[src/rtl/id_ex_operand_stage.sv]
// ID/EX pipeline register with EX/MEM and MEM/WB operand forwarding.
// Drives ALU operands, function code and downstream destination/control.
module id_ex_operand_stage #(
  parameter int unsigned DATA_W = 16,
  parameter int unsigned REG_AW = 3,
  parameter int unsigned FUNC_W = 3
) (
  input  logic              clk,
  input  logic              rst_n,
  input  logic              id_valid,
  input  logic [DATA_W-1:0] id_rs_data,
  input  logic [DATA_W-1:0] id_rt_data,
  input  logic [DATA_W-1:0] id_imm,
  input  logic [REG_AW-1:0] id_rs_addr,
  input  logic [REG_AW-1:0] id_rt_addr,
  input  logic [REG_AW-1:0] id_rd_addr,
  input  logic [FUNC_W-1:0] id_func,
  input  logic              id_alusrc,
  input  logic              id_regwrite,
  input  logic              hold,
  input  logic              flush,
  input  logic              exmem_regwrite,
  input  logic [REG_AW-1:0] exmem_rd,
  input  logic [DATA_W-1:0] exmem_result,
  input  logic              memwb_regwrite,
  input  logic [REG_AW-1:0] memwb_rd,
  input  logic [DATA_W-1:0] memwb_result,
  output logic [DATA_W-1:0] ALUA,
  output logic [DATA_W-1:0] ALUB,
  output logic [FUNC_W-1:0] Func,
  output logic              ex_valid,
  output logic [REG_AW-1:0] ex_rd,
  output logic              ex_regwrite,
  output logic [DATA_W-1:0] ex_store_data,
  output logic [1:0]        fwd_a,
  output logic [1:0]        fwd_b
);

  localparam logic [1:0] FWD_REG   = 2'b00;
  localparam logic [1:0] FWD_MEMWB = 2'b01;
  localparam logic [1:0] FWD_EXMEM = 2'b10;

  logic [DATA_W-1:0] rs_data_q;
  logic [DATA_W-1:0] rt_data_q;
  logic [DATA_W-1:0] imm_q;
  logic [REG_AW-1:0] rs_addr_q;
  logic [REG_AW-1:0] rt_addr_q;
  logic              alusrc_q;
  logic [DATA_W-1:0] fwd_a_data;
  logic [DATA_W-1:0] fwd_rt_data;

  // Forward source for one register address; r0 and bubbles never forward.
  function automatic logic [1:0] fwd_sel(
    input logic              valid,
    input logic [REG_AW-1:0] addr,
    input logic              em_we,
    input logic [REG_AW-1:0] em_rd,
    input logic              mw_we,
    input logic [REG_AW-1:0] mw_rd
  );
    logic [1:0] sel;
    sel = FWD_REG;
    if (valid && (addr != '0)) begin
      if (em_we && (em_rd == addr)) begin
        sel = FWD_EXMEM;
      end else if (mw_we && (mw_rd == addr)) begin
        sel = FWD_MEMWB;
      end
    end
    return sel;
  endfunction

  always_comb begin
    fwd_a = fwd_sel(ex_valid, rs_addr_q, exmem_regwrite, exmem_rd,
                    memwb_regwrite, memwb_rd);
    fwd_b = fwd_sel(ex_valid, rt_addr_q, exmem_regwrite, exmem_rd,
                    memwb_regwrite, memwb_rd);

    fwd_a_data = rs_data_q;
    case (fwd_a)
      FWD_EXMEM: fwd_a_data = exmem_result;
      FWD_MEMWB: fwd_a_data = memwb_result;
      default:   fwd_a_data = rs_data_q;
    endcase

    fwd_rt_data = rt_data_q;
    case (fwd_b)
      FWD_EXMEM: fwd_rt_data = exmem_result;
      FWD_MEMWB: fwd_rt_data = memwb_result;
      default:   fwd_rt_data = rt_data_q;
    endcase

    ALUA          = fwd_a_data;
    ALUB          = alusrc_q ? imm_q : fwd_rt_data;
    ex_store_data = fwd_rt_data;
  end

  // Stage register: flush beats hold beats load; hold re-captures forwarded operands.
  always_ff @(posedge clk or negedge rst_n) begin
    if (!rst_n) begin
      ex_valid    <= 1'b0;
      ex_regwrite <= 1'b0;
      Func        <= '0;
      ex_rd       <= '0;
      rs_addr_q   <= '0;
      rt_addr_q   <= '0;
      rs_data_q   <= '0;
      rt_data_q   <= '0;
      imm_q       <= '0;
      alusrc_q    <= 1'b0;
    end else if (flush) begin
      ex_valid    <= 1'b0;
      ex_regwrite <= 1'b0;
      Func        <= '0;
      ex_rd       <= '0;
      rs_addr_q   <= '0;
      rt_addr_q   <= '0;
      rs_data_q   <= '0;
      rt_data_q   <= '0;
      imm_q       <= '0;
      alusrc_q    <= 1'b0;
    end else if (hold) begin
      rs_data_q   <= fwd_a_data;
      rt_data_q   <= fwd_rt_data;
    end else begin
      ex_valid    <= id_valid;
      ex_regwrite <= id_regwrite & id_valid;
      Func        <= id_func;
      ex_rd       <= id_rd_addr;
      rs_addr_q   <= id_rs_addr;
      rt_addr_q   <= id_rt_addr;
      rs_data_q   <= id_rs_data;
      rt_data_q   <= id_rt_data;
      imm_q       <= id_imm;
      alusrc_q    <= id_alusrc;
    end
  end

endmodule

[config.mk]
export PLATFORM = sky130hd
export DESIGN_NAME = id_ex_operand_stage
export DESIGN_NICKNAME = d
export VERILOG_FILES = /design/src/rtl/id_ex_operand_stage.sv
export SDC_FILE = /design/constraint.sdc
export NUM_CORES = 1
export LEC_CHECK = 0
export ABC_AREA = 1
export CORE_ASPECT_RATIO = 1.25
export CORE_UTILIZATION = 46
export CTS_CLUSTER_DIAMETER = 50
export CTS_CLUSTER_SIZE = 12
export DETAILED_ROUTE_END_ITERATION = 6
export PLACE_DENSITY = 0.87
export SLEW_MARGIN = 10
export SYNTH_ARGS = -nofsm -noshare
export SYNTH_HDL_FRONTEND = slang
export SYNTH_SLANG_ARGS = --single-unit
[constraint.sdc]
create_clock -name clk -period 4.1 [get_ports clk]
set_input_delay 0.615 -clock clk [delete_from_list [all_inputs] [get_ports clk]]
set_output_delay 0.615 -clock clk [all_outputs]
set_load 0.05 [all_outputs]
# After elaboration in Yosys (flattened, before gate mapping)
# Index checks and enable logic that the tools add are counted.
word_totals:
  register_bits: 63
classes:
  eq_ne: 9
  n_reduce_logical: 8
  n_mux: 29
  bitwise_logic: 1
ops:
  columns: ["cell", "count"]
  rows:
  - ["$mux 16", 7]
  - ["$pmux 16 s2", 2]
  - ["$mux 3", 8]
  - ["$eq 3x3->1", 4]
  - ["$mux 1", 8]
  - ["$mux 2", 4]
  - ["$logic_and 1x1->1", 6]
  - ["$reduce_bool 3->1", 2]
  - ["$eq 2x1->1 const B", 2]
  - ["$eq 2x2->1 const B", 2]
  - ["$ne 2x1->1 const B", 1]
  - ["$and 1x1->1", 1]

# Logic depth before layout (Yosys ltp)
# Gate-level depths: netlist (run 1).
logic_depth:
  word_depth: 9
  ltp_mapped: 14
  mapped_depth_nobuf: 12

# Worst setup path after synthesis (run 1)
# OpenSTA, ideal clock, no wires.
synth_path:
  path_type: "input -> output"
  start: "input port exmem_rd[0]"
  end: "output port ALUB[5]"
  required_time_ns: 3.485
  cell_stages: 12
  setup_slack_ns: -0.080
  n_path_buf: 1
  arrival_time_ns: 3.565
  path_cell_list: "inv_1 > nand2_1 > nand2_1 > nor2_1 > nand2_1 > nor2_1 > inv_1 > ha_1 > inv_1 > buf_2 > o21ai_0 > o21ai_0"
synth_via:
  elab_chain_len: 7
synth_rtl:
  columns: ["element", "line", "rtl"]
  rows:
  - ["from (decl)", "23", "input logic [REG_AW-1:0] exmem_rd,"]
  - ["$eq 3x3->1 *", "64", "if (em_we && (em_rd == addr)) begin"]
  - ["$logic_and 1x1->1 *", "64", null]
  - ["$mux 2 *", "64", null]
  - ["$mux 2 *", "63", "if (valid && (addr != '0)) begin"]
  - ["via fwd_b[1]", "36", "output logic [1:0] fwd_b"]
  - ["$eq 2x1->1 or $eq 2x2->1 (tied branches)", "87", "case (fwd_b)"]
  - ["$pmux 16 s2 *", "87", null]
  - ["$mux 16 *", "94", "ALUB = alusrc_q ? imm_q : fwd_rt_data;"]
  - ["to (decl)", "29", "output logic [DATA_W-1:0] ALUB,"]
# Mark *: on every way through the listed nets, which the timed path passes. The rest lies on a longest branch.

# Worst setup path after layout (run 1)
layout_path:
  start: "input port exmem_rd[2]"
  end: "output port ALUB[2]"
layout_via:
  elab_chain_len: 7
layout_rtl:
  columns: ["element", "line"]
  rows:
  - ["$eq 3x3->1 *", "64"]
  - ["$logic_and 1x1->1 *", "64"]
  - ["$mux 2 *", "64"]
  - ["$mux 2 *", "63"]
  - ["$eq 2x1->1 or $eq 2x2->1 (tied branches)", "87"]
  - ["$pmux 16 s2 *", "87"]
  - ["$mux 16 *", "94"]
# Every way passes the cells marked *; elsewhere a longest branch is shown, timed or not.

==> metrics.txt, run 1 <==
status=finished, final reports clean; Setup TNS=0 ps; first-pass GRT wire length=18600 microns; critical-path cell with the highest stage delay=clkdlybuf4s50_1; Worst Hold Class=input port to asynchronous set/reset pin; diode count=0; Post-Syn Instances=546; 1st-iter DRT viols=205; DRC viols=0; CP Cell Sequence=clkdlybuf4s50_1 -> inv_1 -> nand2_1 -> nand2_1 -> nor2_1 -> nand2_1 -> nor2_1 -> inv_1 -> ha_1 -> inv_1 -> buf_4 -> o21ai_0 -> o21ai_1 -> buf_12; Slew @ Worst Pin=between 1000 and 1500 ps; CP Class=input port to primary output; Routed Antenna Nets=0; Post-Syn Area=3700 sq um; Final WS setup=289 ps; layout cells sized above 1=10.4%; RSZ-0062 raised after global routing=no; initial antenna violation count=0; pwr/cell area=just under 300 nW/um^2; fmax=262 MHz; CP bufs+invs=6; DR pass1 iterations=5; postcts setup bufs=0; crit path launch type=input port; pre-CTS setup slack=382 ps; yosys synthesis warning count=0; final wirelength=approximately 12000 microns; Post-CTS Resized=0; clock slew at reported path FFs=60 ps; final design utilization=75.5%; maximum clock insertion buffer count=2; Vias=4115; CTS Buf Count=9; Fin. Hold Viols=0; final hold slack=about 310 ps; number of global-route vias before repair=just under 4000; post-synthesis sequential area ratio=about 43%; post-synth cell types=20; hold_buf cts=0; top cell type's share of synthesized area=42.6%; grt ovf=0; Die Span Y=102 microns; Syn Nets=657; largest net degree at the start of global routing=53; Max VDD drop=0.263 mV; vias per std cell=5.16; post-DP HPWL=8930 microns; die area=between 8000 and 9000 sq um; post-synth top area cell=dfrtp_1; reg2reg start=rt_addr_q[2]; Avg Inst Size Synth=6.78 sq um; CP Launch Point=exmem_rd[2]; area grow syn2layout=59.1%; CTS Root Buffer Type=clkbuf_8; Core Footprint=7790 sq um; CP delay by family, top=buffers and inverters; Post-Layout Inst Area=about 5900 sq um; Worst slew margin=23.5%; Total GRT Usage=29.3%; CTS tree=yes; Placement Rows=36; top post-synthesis cells by area=dfrtp_1 (43%), nand2_1 (21%), nand3_1 (8.8%); Initial Utilization=a little under half; required time worst endpoint=3480 ps; skew final=approximately 8.6 ps; Port-buffer cells=166; worst-path fanout max=21; Final min period=3810 ps; crit path DAT=3200 ps; WL/cell=14.8 microns; DP Area=5720 sq um; GPL Wtd Cong=0.863; # nets final=about 810; I/O pin count=167; Max Slew Vio Count=0; part of the cycle the worst path needs=93.0%; die width=82.2 microns; # setup viols final=0; max cap viols=0; H-tree depth reported by CTS=3; leak pwr=0.00279 uW; CP max stage delay=510 ps; CTS Sinks=63; clock latency on the worst-skew pair=350 ps; flop and latch count out of synthesis=63; Crit. End Element=primary output
==> flip-flops by register name (all words and copies together) (netlist names) <==
register and cells:
rt_data_q 16, rs_data_q 16, ex_rd 3, ex_regwrite 1, Func 3, rt_addr_q 3, rs_addr_q 3, ex_valid 1
imm_q 16, alusrc_q 1
==> placed cells by master (no fill, tap or decap) <==
master,netlist,layout
nor2_1,20,20
clkbuf_1,8,1
buf_2,12,1
a21boi_0,1,1
inv_1,56,56
clkdlybuf4s50_1,0,117
nand3_1,65,65
ha_1,4,4
o21ai_0,62,46
clkinv_2,0,3
o21ai_1,26,42
clkbuf_8,0,10
nand2_1,211,211
inv_2,1,1
nor2_4,1,1
nor2b_1,1,1
a21oi_1,2,2
nand2_2,1,1
buf_12,0,40
clkinvlp_4,0,1
dfrtp_1,63,63
buf_4,8,15
==> per-stage QoR <==
| stage | std cells | total power [uW] |
|---|---|---|
| 6_report | 797 | 1720 |
| 4_1_cts | 797 | 1730 |
| 3_5_place_dp | 782 | 1260 |
| 2_1_floorplan | 546 | 945 |
| 5_1_grt | 797 | 1790 |
| 3_3_place_gp | 782 | 1250 |
==> report_power, final <==
| group | internal (uW) | switching [uW] |
|---|---|---|
| Sequential | 657 | 20.8 |
| Combinational | 258 | 313 |
| Clock | 229 | 245 |
==> path summary, 6_finish.rpt <==
check,end,slack (ps),cells after the start
min in group clk,imm_q[7],520,2
min,ex_rd[2],310,1
max in group asynchronous,ex_regwrite,2870,2
max,ALUB[2],290,14
min reg2reg,imm_q[7],520,2
max reg2reg,rt_data_q[2],1750,12
==> synth_stat cells <==
cell type / count
nand2_1: 211
buf_8: 1
buf_2: 12
a21oi_1: 2
nor2b_1: 1
inv_2: 1
buf_6: 1
clkbuf_1: 8
o21ai_0: 62
dfrtp_1: 63
inv_1: 56
nor2_4: 1
clkbuf_2: 2
o21ai_1: 26
nor2_1: 20
nand2_2: 1
a21boi_0: 1
nand3_1: 65
ha_1: 4
buf_4: 8
==> final cells by class <==
cell class                 count  area (sq um)
clock buffer                  11           141
timing repair buffer         173          2090
multi-input combinational    394          1720
inverter                      57           214
tap                           95           119
clock inverter                 4          22.5
sequential                    63          1580
fill                         600          1910
==> cells by family (layout without fill, tap and decap cells) <==
group,after synthesis,count (layout),synth area share [%]
AOI/OAI and AO/OA,91,91,12.4
adders and majority gates,4,4,1.35
buffers and inverters,89,245,10.8
DFF,63,63,42.6
and+or+nand+nor,299,299,32.9
==> layer usage <==
layer / share of wire (%) / up-vias / global-route usage (%) / routed length, microns
li1: - / 2028 / - / -
met1: 42 / 1900 / 36.9 / 4930
met2: 50 / 168 / 49.4 / 5860
met3: 7.0 / 19 / 5.80 / 823
met4: 1.6 / 0 / 10.4 / 192
met5: 0 / - / 0 / 0
Power figures use the tool's default switching activity.
==> run 2: changes to the inputs <==
Settings changed: CTS_CLUSTER_DIAMETER 50 to 30.
==> results of run 2 <==
No change in the layout: final DEF, timing and power equal those of run 1.
